--- src/rtl/airlock_pkg.sv ---
// Shared state encoding and default pressure targets for the airlock sequencer.
package airlock_pkg;

    localparam logic [2:0] ST_INNER_ACCESS = 3'd0;
    localparam logic [2:0] ST_DEPRESS      = 3'd1;
    localparam logic [2:0] ST_SETTLE_OUT   = 3'd2;
    localparam logic [2:0] ST_OUTER_ACCESS = 3'd3;
    localparam logic [2:0] ST_PRESS        = 3'd4;
    localparam logic [2:0] ST_SETTLE_IN    = 3'd5;
    localparam logic [2:0] ST_FAULT        = 3'd6;

    typedef enum logic [2:0] {
        INNER_ACCESS = ST_INNER_ACCESS,
        DEPRESS      = ST_DEPRESS,
        SETTLE_OUT   = ST_SETTLE_OUT,
        OUTER_ACCESS = ST_OUTER_ACCESS,
        PRESS        = ST_PRESS,
        SETTLE_IN    = ST_SETTLE_IN,
        FAULT        = ST_FAULT
    } state_t;

    localparam logic [7:0] DEFAULT_HIGH_PRESSURE = 8'hFF;
    localparam logic [7:0] DEFAULT_LOW_PRESSURE  = 8'h00;

    function automatic logic is_busy(input state_t s);
        return (s == DEPRESS) || (s == SETTLE_OUT) || (s == PRESS) || (s == SETTLE_IN);
    endfunction

endpackage

--- src/rtl/airlock_timer.sv ---
// Clearable saturating cycle counter shared by the pump and settle states.
// clear zeroes the count seen in the same cycle, so a state's first cycle reads 0.
module airlock_timer #(
    parameter int unsigned SETTLE_CYCLES  = 4,
    parameter int unsigned TIMEOUT_CYCLES = 4095
) (
    input  logic clock,
    input  logic reset,
    input  logic clear,
    input  logic enable,
    output logic settleDone,
    output logic timedOut
);

    localparam int unsigned W = $clog2(TIMEOUT_CYCLES + 1);
    localparam logic [W-1:0] LIMIT       = W'(TIMEOUT_CYCLES);
    localparam logic [W-1:0] SETTLE_LAST = W'(SETTLE_CYCLES - 1);

    logic [W-1:0] count;
    logic [W-1:0] current;

    assign current = clear ? '0 : count;

    always_ff @(posedge clock) begin
        if (reset) begin
            count <= '0;
        end else if (enable && (current != LIMIT)) begin
            count <= current + W'(1);
        end else begin
            count <= current;
        end
    end

    // Settle ends on its last counted cycle so the state lasts exactly SETTLE_CYCLES.
    assign settleDone = (current >= SETTLE_LAST);
    assign timedOut   = (current >= LIMIT);

endmodule

--- src/rtl/airlock_controller.sv ---
// Airlock chamber sequencer: pumps the chamber between inside and outside pressure
// and interlocks the door unlocks; any door breach or pump timeout latches a fault.
module airlock_controller
    import airlock_pkg::*;
#(
    parameter logic [7:0]  HIGH_PRESSURE  = DEFAULT_HIGH_PRESSURE,
    parameter logic [7:0]  LOW_PRESSURE   = DEFAULT_LOW_PRESSURE,
    parameter int unsigned SETTLE_CYCLES  = 4,
    parameter int unsigned TIMEOUT_CYCLES = 4095
) (
    input  logic       clock,
    input  logic       reset,
    input  logic [7:0] pressure,
    input  logic       cycleToOuter,
    input  logic       cycleToInner,
    input  logic       innerDoorClosed,
    input  logic       outerDoorClosed,
    output logic       startPressurization,
    output logic       startDepressurization,
    output logic       innerDoorUnlock,
    output logic       outerDoorUnlock,
    output logic       busy,
    output logic       fault
);

    state_t state;
    logic   pending;
    logic   entry;
    logic   settleDone;
    logic   timedOut;
    logic   breach;

    assign breach = !(innerDoorClosed && outerDoorClosed);

    airlock_timer #(
        .SETTLE_CYCLES (SETTLE_CYCLES),
        .TIMEOUT_CYCLES(TIMEOUT_CYCLES)
    ) u_timer (
        .clock     (clock),
        .reset     (reset),
        .clear     (entry),
        .enable    (busy),
        .settleDone(settleDone),
        .timedOut  (timedOut)
    );

    // entry pulses for the first cycle of every new state so the timer restarts at 0.
    always_ff @(posedge clock) begin
        if (reset) begin
            state   <= INNER_ACCESS;
            pending <= 1'b0;
            entry   <= 1'b0;
        end else begin
            entry <= 1'b0;
            case (state)
                INNER_ACCESS: begin
                    if ((pending || cycleToOuter) && innerDoorClosed) begin
                        state   <= DEPRESS;
                        pending <= 1'b0;
                        entry   <= 1'b1;
                    end else if (cycleToOuter) begin
                        pending <= 1'b1;
                    end
                end
                DEPRESS: begin
                    if (breach) begin
                        state <= FAULT;
                        entry <= 1'b1;
                    end else if (pressure <= LOW_PRESSURE) begin
                        state <= SETTLE_OUT;
                        entry <= 1'b1;
                    end else if (timedOut) begin
                        state <= FAULT;
                        entry <= 1'b1;
                    end
                end
                SETTLE_OUT: begin
                    if (breach) begin
                        state <= FAULT;
                        entry <= 1'b1;
                    end else if (settleDone) begin
                        state <= OUTER_ACCESS;
                        entry <= 1'b1;
                    end
                end
                OUTER_ACCESS: begin
                    if ((pending || cycleToInner) && outerDoorClosed) begin
                        state   <= PRESS;
                        pending <= 1'b0;
                        entry   <= 1'b1;
                    end else if (cycleToInner) begin
                        pending <= 1'b1;
                    end
                end
                PRESS: begin
                    if (breach) begin
                        state <= FAULT;
                        entry <= 1'b1;
                    end else if (pressure >= HIGH_PRESSURE) begin
                        state <= SETTLE_IN;
                        entry <= 1'b1;
                    end else if (timedOut) begin
                        state <= FAULT;
                        entry <= 1'b1;
                    end
                end
                SETTLE_IN: begin
                    if (breach) begin
                        state <= FAULT;
                        entry <= 1'b1;
                    end else if (settleDone) begin
                        state <= INNER_ACCESS;
                        entry <= 1'b1;
                    end
                end
                FAULT: begin
                    state <= FAULT;
                end
                default: begin
                    state <= FAULT;
                    entry <= 1'b1;
                end
            endcase
        end
    end

    assign innerDoorUnlock = (state == INNER_ACCESS);
    assign outerDoorUnlock = (state == OUTER_ACCESS);
    assign busy            = is_busy(state);
    assign fault           = (state == FAULT);

    // Pump drives drop the same cycle the target is seen so the unit never overshoots.
    assign startDepressurization = (state == DEPRESS) && (pressure > LOW_PRESSURE);
    assign startPressurization   = (state == PRESS) && (pressure < HIGH_PRESSURE);

endmodule
--- config.mk ---
export PLATFORM = sky130hd
export DESIGN_NAME = airlock_controller
export DESIGN_NICKNAME = d
export VERILOG_FILES = /design/src/rtl/airlock_pkg.sv /design/src/rtl/airlock_timer.sv /design/src/rtl/airlock_controller.sv
export SDC_FILE = /design/constraint.sdc
export NUM_CORES = 1
export LEC_CHECK = 0
export BUFFER_PORTS_ARGS = -buffer_cell sky130_fd_sc_hd__buf_2
export CORE_MARGIN = 4
export CORE_UTILIZATION = 35
export DETAILED_ROUTE_END_ITERATION = 8
export PLACE_DENSITY = 0.51
export SYNTH_ARGS = -nofsm -noshare
export SYNTH_HDL_FRONTEND = slang
export SYNTH_SLANG_ARGS = --single-unit
export TNS_END_PERCENT = 20
--- constraint.sdc ---
create_clock -name clock -period 2.8 [get_ports clock]
set_input_delay 0.42 -clock clock [delete_from_list [all_inputs] [get_ports clock]]
set_output_delay 0.42 -clock clock [all_outputs]
set_load 0.02 [all_outputs]
==> results of run 1 <==
layout make-up:
cell class | instances | area, sq um | area share, %
Multi-Input combinational cell | 130 | 802 | 58.8
Inverter | 4 | 15.0 | 1.10
Timing Repair Buffer | 23 | 125 | 9.17
Sequential cell | 17 | 340 | 25.0
Tap cell | 44 | 55.1 | 4.04
Clock buffer | 4 | 26.3 | 1.93
power breakdown:
| group | switching (mW) | total [mW] | internal, mW |
|---|---|---|---|
| sequential | 0.0443 | 0.325 | 0.281 |
| combinational | 0.328 | 0.539 | 0.211 |
| clock | 0.0772 | 0.133 | 0.0553 |
per-stage QoR:
step	total power [mW]	hold WS, ps	instance area [sq um]	setup slack, ps	util (%)
2_1_floorplan	0.728	479	1190	729	-
3_5_place_dp	0.869	512	1340	530	42.4
4_1_cts	1.01	438	1360	490	43.3
6_report	0.996	445	1360	507	43.3
3_3_place_gp	0.865	504	1340	594	42.4
5_1_grt	1.09	450	1360	297	43.3
critical path, stage by stage (launching register included):
cell     delay [ps]
dfxtp_1         550
nor2b_1         140
ha_1            270
nand4_1         140
nor4_2           50
buf_4           170
or4_4           440
or3_1           350
a21oi_1         130
cells by family (layout without fill, tap and decap cells):
group	Yosys count	count (layout)
AO/OA/AOI/OAI	39	39
XOR/XNOR	8	8
adder cells (fa/ha/maj)	1	1
buffers and inverters	12	31
flip-flops	17	17
AND/OR/NAND/NOR	82	82
layout by cell type, fill, tap and decap left out, drive strengths merged, types with 3 or more instances in the layout:
cell type  instances
a21oi             11
a31oi              4
and2               3
buf               23
clkbuf             4
dfxtp             17
inv                4
nand2              9
nand3              9
nand4              4
nor2              19
nor2b              9
nor3               5
nor3b              4
nor4               7
o21ai              8
or3                3
or4                4
xnor2              6
path summary, 6_finish.rpt:
kind	start	to	slack [ps]	depth (start not counted)
worst max-delay path	entry	u_timer.count[8]	510	8
worst min-delay path	reset	u_timer.count[2]	450	2
worst max register to register	entry	u_timer.count[8]	510	8
worst min register to register	u_timer.count[10]	u_timer.count[10]	520	2
flip-flops by register name, indices dropped and copies added (netlist names):
signal,cells
pending,1
u_timer.count,12
entry,1
state,3
metal layers:
| metal | global-route usage [%] | up-vias | routed length [um] |
|---|---|---|---|
| li1 | - | 624 | - |
| met1 | 20.1 | 583 | 1450 |
| met2 | 25.4 | 12 | 1530 |
| met3 | 2.55 | 2 | 62 |
| met4 | 4.31 | 0 | 15 |
| met5 | 0 | - | 0 |
==> key figures, run 1 <==
Worst setup path
  • Worst EP arrival: 2530 ps
  • Crit-path max FO: 12
  • CP endpoint kind: register
  • Setup crit start kind: register
  • Crit Path Class: register to register
  • WP data required: 3040 ps

Timing
  • Final setup fails: 0
  • Tcrit/Tclk final: 81.9%
  • Highest Clock Rate: 0.436 GHz
  • Worst-Margin Slew: 589 ps
  • Min cycle time layout: 2290 ps
  • Final slew viol count: 0
  • Final hold violation count: 0
  • Clk_skew: 14.9 ps
  • RSZ-0062 raised after global routing: false
  • Setup tns final: 0 ps
  • Rel. slew slack: 60.6%

Yosys
  • Asr flop ratio synth: 0%
  • Largest area contributor in the synthesized netlist: dfxtp_1
  • Seq cells post-synth: 17
  • Simple-gate area share of the yosys netlist: 38.8%
  • Post-synthesis sequential area ratio: 28.6%
  • Count leader, synth: nor2_1
  • Synth unique cells: 43
  • Yosys Warn Count: 0
  • Dominant cells by area after synthesis: dfxtp_1 29%, nor2_1 6.0%, nor2b_1 4.7%
  • EDFF count, synth: 0
  • Syn Area/Cell: 7.48 sq um
  • Mapped Cells: 159
  • Main combinational cell family by area after synthesis: simple AND/OR/NAND/NOR gates
  • Post-synthesis mux area share: 0%
  • Synth top area share: 28.6%
  • Most frequent cells after synthesis: 19 x nor2_1, 17 x dfxtp_1, 11 x a21oi_1
  • Syn_nets: 174
  • Synth Area in XOR/XNOR: 5.89%
  • Synth Area in Compound Gates: 21.7%
  • Most common flop cell mapped by yosys: dfxtp_1
  • Synthesized cell area: 1190 sq um
  • Post-Synth Adder-Cell Area: 1.05%

Detailed routing
  • DR pass1 iterations: 5
  • Detailed Route Iter0 Violations: 61
  • Via Count: 1221
  • Post-route ant nets: 0
  • Routed length per instance: 13.8 um
  • DRC violations left: 0
  • Via density: 5.50
  • Post-Route WL: 3.05 mm

Power
  • Max VDD drop: 0.000352 V
  • Power per cell area: 731 nW/um^2
  • Leak Pwr: 0.495 nW

Clock tree
  • Hold-fix buffers at CTS: 0
  • Clock Path Buffers: 2
  • Root buf cell: clkbuf_4
  • Post-CTS sizing: 0
  • Worst skew pair latency: 290 ps
  • H-tree depth: 1
  • TritonCTS Sinks: 17
  • Post-CTS Setup Inserts: 0
  • CTS tree: done
  • CTS buffer count: 3
  • CTS clk-pin slew, worst paths: 110 ps

Cells and area
  • Fraction of layout cells with a size suffix above 1: 19.1%
  • P&R area growth vs syn: 14.7%
  • Filler cell count: 362
  • Antenna Diode Count: 0
  • Nets: 194
  • Non-Filler Instances: 222

Placed design
  • Post-DP HPWL: 2.38 mm
  • IO buf count: 19
  • Routability cong.: 0.803
  • Dpl cells: 218

Job
  • Max-cap violations: 0

Floorplanning
  • Die W: 66.3 um
  • Core ar.: 3150 sq um
  • Die height: 66.3 um
  • Cell Rows: 20
  • I/O pin cnt: 20
  • Die area: 4390 sq um
  • Effective utilization at floorplan: 37.7%

Worst hold path
  • Worst Hold Class: input port to register

Global route
  • Initial antenna violation count: 0
  • Pin count of the biggest net entering global routing: 21
  • Total gr overflow: 0
  • Number of global-route vias before repair: 1149
  • First-pass GRT wire length: 5.30 mm
  • GRT Resource Usage Total: 15.3%

Outcome
  • Status: complete, no violations
No activity file was read; power rests on OpenSTA's default activity.
==> inputs of run 2 (changes only) <==
PLACE_DENSITY = 0.53   (was 0.51)
clock period = 2.07 ns   (was 2.8 ns; I/O delays follow)
==> run 2 against run 1 <==
Effect of this change:
- die area stayed put
- sequential power increased by 30%
- routed wire length down 1.4%
- count of clock-buffer cells in the layout is the same
- maximum frequency grew 13%
- critical endpoint unchanged
- highest routed layer unchanged
==> key figures, run 2 (synthesis results as in run 1) <==
Clock tree
  • Clock Path Buffers: 2 (unchanged)
  • Worst skew pair latency: 290 ps (about the same)
  • Root buf cell: clkbuf_4 (unchanged)
  • CTS clk-pin slew, worst paths: 100 ps (was 110 ps)
  • CTS buffer count: 3 (unchanged)
  • H-tree depth: 1 (unchanged)
  • TritonCTS Sinks: 17 (unchanged)
  • Hold-fix buffers at CTS: 0 (unchanged)
  • CTS tree: done (unchanged)

Cells and area
  • P&R area growth vs syn: 20.7% (was 14.7%)
  • Top reg by flops: u_timer.count (unchanged)
  • Largest registers: u_timer.count (12), state (3) (unchanged)
  • Antenna Diode Count: 0 (unchanged)
  • Nets: 202 (was 194)
  • Fraction of layout cells with a size suffix above 1: 24.7% (was 19.1%)
  • Max reg flops: 12 (unchanged)
  • Most frequent cells in the layout: 19 x nor2_1, 19 x buf_2, 16 x dfxtp_1 (was 19 x nor2_1, 19 x buf_2, 17 x dfxtp_1)
  • Utilization after layout: 45.5% (was 43.3%)

Floorplanning
  • Effective utilization at floorplan: 37.7% (unchanged)
  • Die height: 66.3 um (unchanged)
  • Die W: 66.3 um (unchanged)
  • Core ar.: 3150 sq um (unchanged)
  • I/O pin cnt: 20 (unchanged)
  • Die area: 4390 sq um (unchanged)
  • Cell Rows: 20 (unchanged)

Global route
  • Number of global-route vias before repair: 1215 (was 1149)
  • Initial antenna violation count: 0 (unchanged)
  • First-pass GRT wire length: 5.13 mm (was 5.30 mm)
  • Pin count of the biggest net entering global routing: 20 (was 21)
  • GRT Resource Usage Total: 14.7% (was 15.3%)
  • Total gr overflow: 0 (unchanged)

Detailed routing
  • Post-Route WL: 3.01 mm (was 3.05 mm)
  • Post-route ant nets: 0 (unchanged)
  • DR pass1 iterations: 4 (was 5)
  • Via Count: 1293 (was 1221)
  • Via density: 5.62 (was 5.50)
  • Detailed Route Iter0 Violations: 110 (was 61)
  • DRC violations left: 0 (unchanged)
  • Routed length per instance: 13.1 um (was 13.8 um)

Outcome
  • Status: complete, no violations (unchanged)

Timing
  • Highest Clock Rate: 0.493 GHz (was 0.436 GHz)
  • Worst-Margin Slew: 392 ps (was 589 ps)
  • Hold slack: 352 ps (was 445 ps)
  • Rel. slew slack: 73.8% (was 60.6%)
  • Final hold violation count: 0 (unchanged)
  • Final slew viol count: 0 (unchanged)
  • Min cycle time layout: 2030 ps (was 2290 ps)
  • Tcrit/Tclk final: 98.0% (was 81.9%)
  • RSZ-0062 raised after global routing: true (was false)
  • Clk_skew: 2.94 ps (was 14.9 ps)
  • Final setup fails: 0 (unchanged)

Power
  • Combinational Power Share: 57.5% (was 54.1%)
  • Total power: 1.41 mW (was 0.996 mW)
  • Clk pwr share: 12.7% (was 13.3%)
  • Sw frac: 44.2% (was 45.1%)
  • Int Pwr: 0.789 mW (was 0.547 mW)
  • Leak Pwr: 0.538 nW (was 0.495 nW)
  • Sequential power share: 29.8% (was 32.6%)
  • Power per cell area: 985 nW/um^2 (was 731 nW/um^2)
  • Max VDD drop: 0.000354 V (was 0.000352 V)
  • NetSw: 0.624 mW (was 0.450 mW)

Placed design
  • Routability cong.: 0.842 (was 0.803)
  • Post-DP HPWL: 2.27 mm (was 2.38 mm)
  • IO buf count: 19 (unchanged)

Worst setup path
  • Crit-path max FO: 6 (was 12)
  • WP data required: 2300 ps (was 3040 ps)
  • Worst EP arrival: 2260 ps (was 2530 ps)
  • R2R depth: 8 (unchanged)
  • CP endpoint kind: register (unchanged)
  • R2R Setup Slk: 40 ps (was 510 ps)
  • Crit Path Class: register to register (unchanged)
  • Setup crit start kind: register (unchanged)

Worst hold path
  • Hold Path Cell Cnt: 2 (unchanged)
  • Worst Hold Class: input port to register (unchanged)

Job
  • Max-cap violations: 0 (unchanged)
run 2: changes by cell type in the layout (fill, tap and decap cells not counted):
cell,delta
a21oi_1,-1
nor2b_2,+1
dfxtp_1,-1
a21oi_2,+1
buf_4,+8
nor2b_1,-1
dfxtp_2,+1
or4_1,-1
or4_4,+1
run 2: worst paths after layout:
| check | from | to |
|---|---|---|
| worst max-delay path | u_timer.count[0] | u_timer.count[8] |
| worst min-delay path | reset | u_timer.count[8] |
| worst max register to register | u_timer.count[0] | u_timer.count[8] |
| worst min register to register | u_timer.count[10] | u_timer.count[10] |
run 2: layout make-up:
type	instances	area [sq um]
timing repair buffer	31	185
multi-input combinational	130	812
sequential	17	342
inverter	4	15.0
tap	44	55.1
fill	337	1720
clock buffer	4	26.3
run 2: power groups by stage:
stage,clock (mW),sequential (mW),combinational [mW]
6_report,0.179,0.421,0.813
5_1_grt,0.199,0.428,0.893
3_3_place_gp,0,0.424,0.795
4_1_cts,0.189,0.418,0.807
2_1_floorplan,0,0.418,0.568
3_5_place_dp,0,0.425,0.802
run 2: metrics by stage:
stage	cell area (sq um)	setup TNS (ps)	cells	setup slack, ps
after CTS	1420	0	230	79.0
after floorplan	1190	0	159	50.4
after global placement	1400	0	226	149
after global routing	1440	-23.2	230	-23.2
final	1440	0	230	41.0
after detailed placement	1400	0	226	102
run 2: per-layer routing:
metal / GRT usage, % / vias to the layer above / part of all wire, %
li1: - / 647 / -
met1: 18.0 / 604 / 47
met2: 24.0 / 38 / 47
met3: 2.21 / 4 / 4.4
met4: 8.63 / 0 / 1.5
met5: 0 / - / 0
run 2: what timing repair did:
| action | in CTS | in global routing |
|---|---|---|
| resized for setup | 0 | 4 |
| buffers inserted | 0 | 0 |
| setup endpoints to repair | 0 | 4 |
run 2: critical path, cell delays in order, from the launching register on:
cell	delay, ps
dfxtp_1	320
nor2b_2	150
ha_1	210
nand4_1	140
nor4_2	60
buf_4	160
or4_4	430
or3_1	380
a21oi_2	130
==> inputs of run 3 (changes only) <==
CORE_ASPECT_RATIO = 0.9   (was default)
==> run 3 against run 2 <==
Effect of this change:
- global-route usage shrank 0.80 points
- flip-flop and latch count is the same
- first-iteration DRC count shrank 27%
- register-to-register slack gained 30 ps
- design area is essentially flat
- worst hold slack gained 36 ps
- largest power group unchanged
- critical endpoint unchanged
- die area is essentially flat
- critical path depth shrank 2
- routed wire length grew 2.3%
==> key figures, run 3 (synthesis results as in run 1) <==
Global route
  • Total gr overflow: 0 (unchanged)
  • First-pass GRT wire length: 5.12 mm (was 5.13 mm)
  • Pin count of the biggest net entering global routing: 20 (unchanged)
  • Initial antenna violation count: 0 (unchanged)
  • GRT Resource Usage Total: 13.9% (was 14.7%)
  • Number of global-route vias before repair: 1162 (was 1215)

Worst setup path
  • Crit-path max FO: 10 (was 6)
  • R2R Path Start: entry (was u_timer.count[0])
  • Setup crit start kind: register (unchanged)
  • Worst Setup SP: entry (was u_timer.count[0])
  • WP data required: 2260 ps (was 2300 ps)
  • Crit Path Class: register to register (unchanged)
  • R2R Setup Slk: 70 ps (was 40 ps)
  • RR Endpoint: u_timer.count[8] (unchanged)
  • Critical path endpoint: u_timer.count[8] (unchanged)
  • CP endpoint kind: register (unchanged)
  • R2R depth: 6 (was 8)
  • Worst EP arrival: 2200 ps (was 2260 ps)

Cells and area
  • Fraction of layout cells with a size suffix above 1: 24.5% (was 24.7%)
  • Non-Filler Instances: 226 (was 230)
  • Top reg by flops: u_timer.count (unchanged)
  • Most frequent cells in the layout: 19 x nor2_1, 19 x buf_2, 16 x dfxtp_1 (unchanged)
  • Nets: 200 (was 202)
  • Antenna Diode Count: 0 (unchanged)
  • Max reg flops: 12 (unchanged)
  • Largest registers: u_timer.count (12), state (3) (unchanged)
  • Filler cell count: 321 (was 337)
  • Utilization after layout: 45.4% (was 45.5%)
  • P&R area growth vs syn: 20.8% (was 20.7%)

Power
  • Max VDD drop: 0.000523 V (was 0.000354 V)
  • Leak Pwr: 0.535 nW (was 0.538 nW)
  • Power per cell area: 1040 nW/um^2 (was 985 nW/um^2)

Worst hold path
  • Worst Hold Class: input port to register (unchanged)
  • Min-delay src: reset (unchanged)

Floorplanning
  • Effective utilization at floorplan: 37.6% (was 37.7%)
  • Cell Rows: 19 (was 20)
  • I/O pin cnt: 20 (unchanged)
  • Die area: 4390 sq um (about the same)
  • Die height: 63.3 um (was 66.3 um)
  • Core ar.: 3160 sq um (was 3150 sq um)
  • Die W: 69.4 um (was 66.3 um)

Clock tree
  • CTS clk-pin slew, worst paths: 70 ps (was 100 ps)
  • TritonCTS Sinks: 17 (unchanged)
  • Worst skew pair latency: 260 ps (was 290 ps)
  • Clock Path Buffers: 2 (unchanged)
  • CTS buffer count: 3 (unchanged)
  • Root buf cell: clkbuf_8 (was clkbuf_4)
  • H-tree depth: 1 (unchanged)
  • Hold-fix buffers at CTS: 0 (unchanged)
  • CTS tree: done (unchanged)

Detailed routing
  • Detailed Route Iter0 Violations: 80 (was 110)
  • DRC violations left: 0 (unchanged)
  • Post-route ant nets: 0 (unchanged)
  • Routed length per instance: 13.6 um (was 13.1 um)
  • Post-Route WL: 3.08 mm (was 3.01 mm)
  • Via Count: 1285 (was 1293)
  • Via density: 5.69 (was 5.62)
  • DR pass1 iterations: 4 (unchanged)

Outcome
  • Status: complete, no violations (unchanged)

Timing
  • Highest Clock Rate: 0.499 GHz (was 0.493 GHz)
  • Final setup fails: 0 (unchanged)
  • Rel. slew slack: 71.3% (was 73.8%)
  • Tcrit/Tclk final: 96.8% (was 98.0%)
  • Worst-Margin Slew: 430 ps (was 392 ps)
  • Min cycle time layout: 2000 ps (was 2030 ps)
  • Final hold violation count: 0 (unchanged)
  • Final slew viol count: 0 (unchanged)
  • RSZ-0062 raised after global routing: true (unchanged)
  • Clk_skew: 5.25 ps (was 2.94 ps)

Placed design
  • IO buf count: 19 (unchanged)
  • Post-DP HPWL: 2.30 mm (was 2.27 mm)
  • Dpl cells: 222 (was 226)
  • Routability cong.: 0.898 (was 0.842)

Job
  • Max-cap violations: 0 (unchanged)
## run 3: power by group
group | switching, mW | internal [mW]
Sequential | 0.0383 | 0.382
Combinational | 0.482 | 0.332
Clock | 0.121 | 0.134
## run 3: stage by stage
stage / hold WS (ps) / TNS, ps / instance area, sq um / power (mW) / worst slack [ps]
5_1_grt: 398 / -30.0 / 1440 / 1.60 / -18.7
4_1_cts: 381 / 0 / 1430 / 1.49 / 71.4
3_5_place_dp: 531 / 0 / 1380 / 1.23 / 82.6
2_1_floorplan: 479 / 0 / 1190 / 0.987 / 50.4
3_3_place_gp: 520 / 0 / 1380 / 1.22 / 125
6_report: 388 / 0 / 1440 / 1.49 / 66.9
## run 3: layout make-up
type,count,area [sq um],area share (%)
clock buffer,3,41.3,2.87
clock inverter,1,5.00,0.348
inverter,4,15.0,1.05
multi-input combinational,130,811,56.4
sequential,17,342,23.8
tap,42,52.6,3.66
timing repair buffer,29,170,11.8
## run 3: routing by layer
layer	GRT usage, %	vias to the layer above	routed length (um)
met5	0	-	0
met4	2.93	0	19
met3	3.34	2	192
met2	22.3	40	1430
met1	18.9	601	1430
li1	-	642	-
## run 3: worst max-delay path, cell delays in order, from the launching register on
cell      delay [ps]
dfxtp_2          330
buf_4            160
nand2b_1         200
or2_1            260
or4_4            500
or3_1            350
a21oi_1          140
## run 3: timing repair
item                       4_1_cts  5_1_grt
setup endpoints to repair        0        6
resized for setup                0        4
buffers inserted                 0        0
## run 3: worst min path at each step
| stage | endpoint | slack, ps | cells past startpoint |
|---|---|---|---|
| after floorplan | u_timer.count[10] | 480 | 2 |
| after global placement | u_timer.count[10] | 520 | 2 |
| after detailed placement | u_timer.count[10] | 530 | 2 |
| after CTS | u_timer.count[3] | 380 | 2 |
| after global routing | u_timer.count[0] | 400 | 2 |
| final | u_timer.count[3] | 390 | 2 |
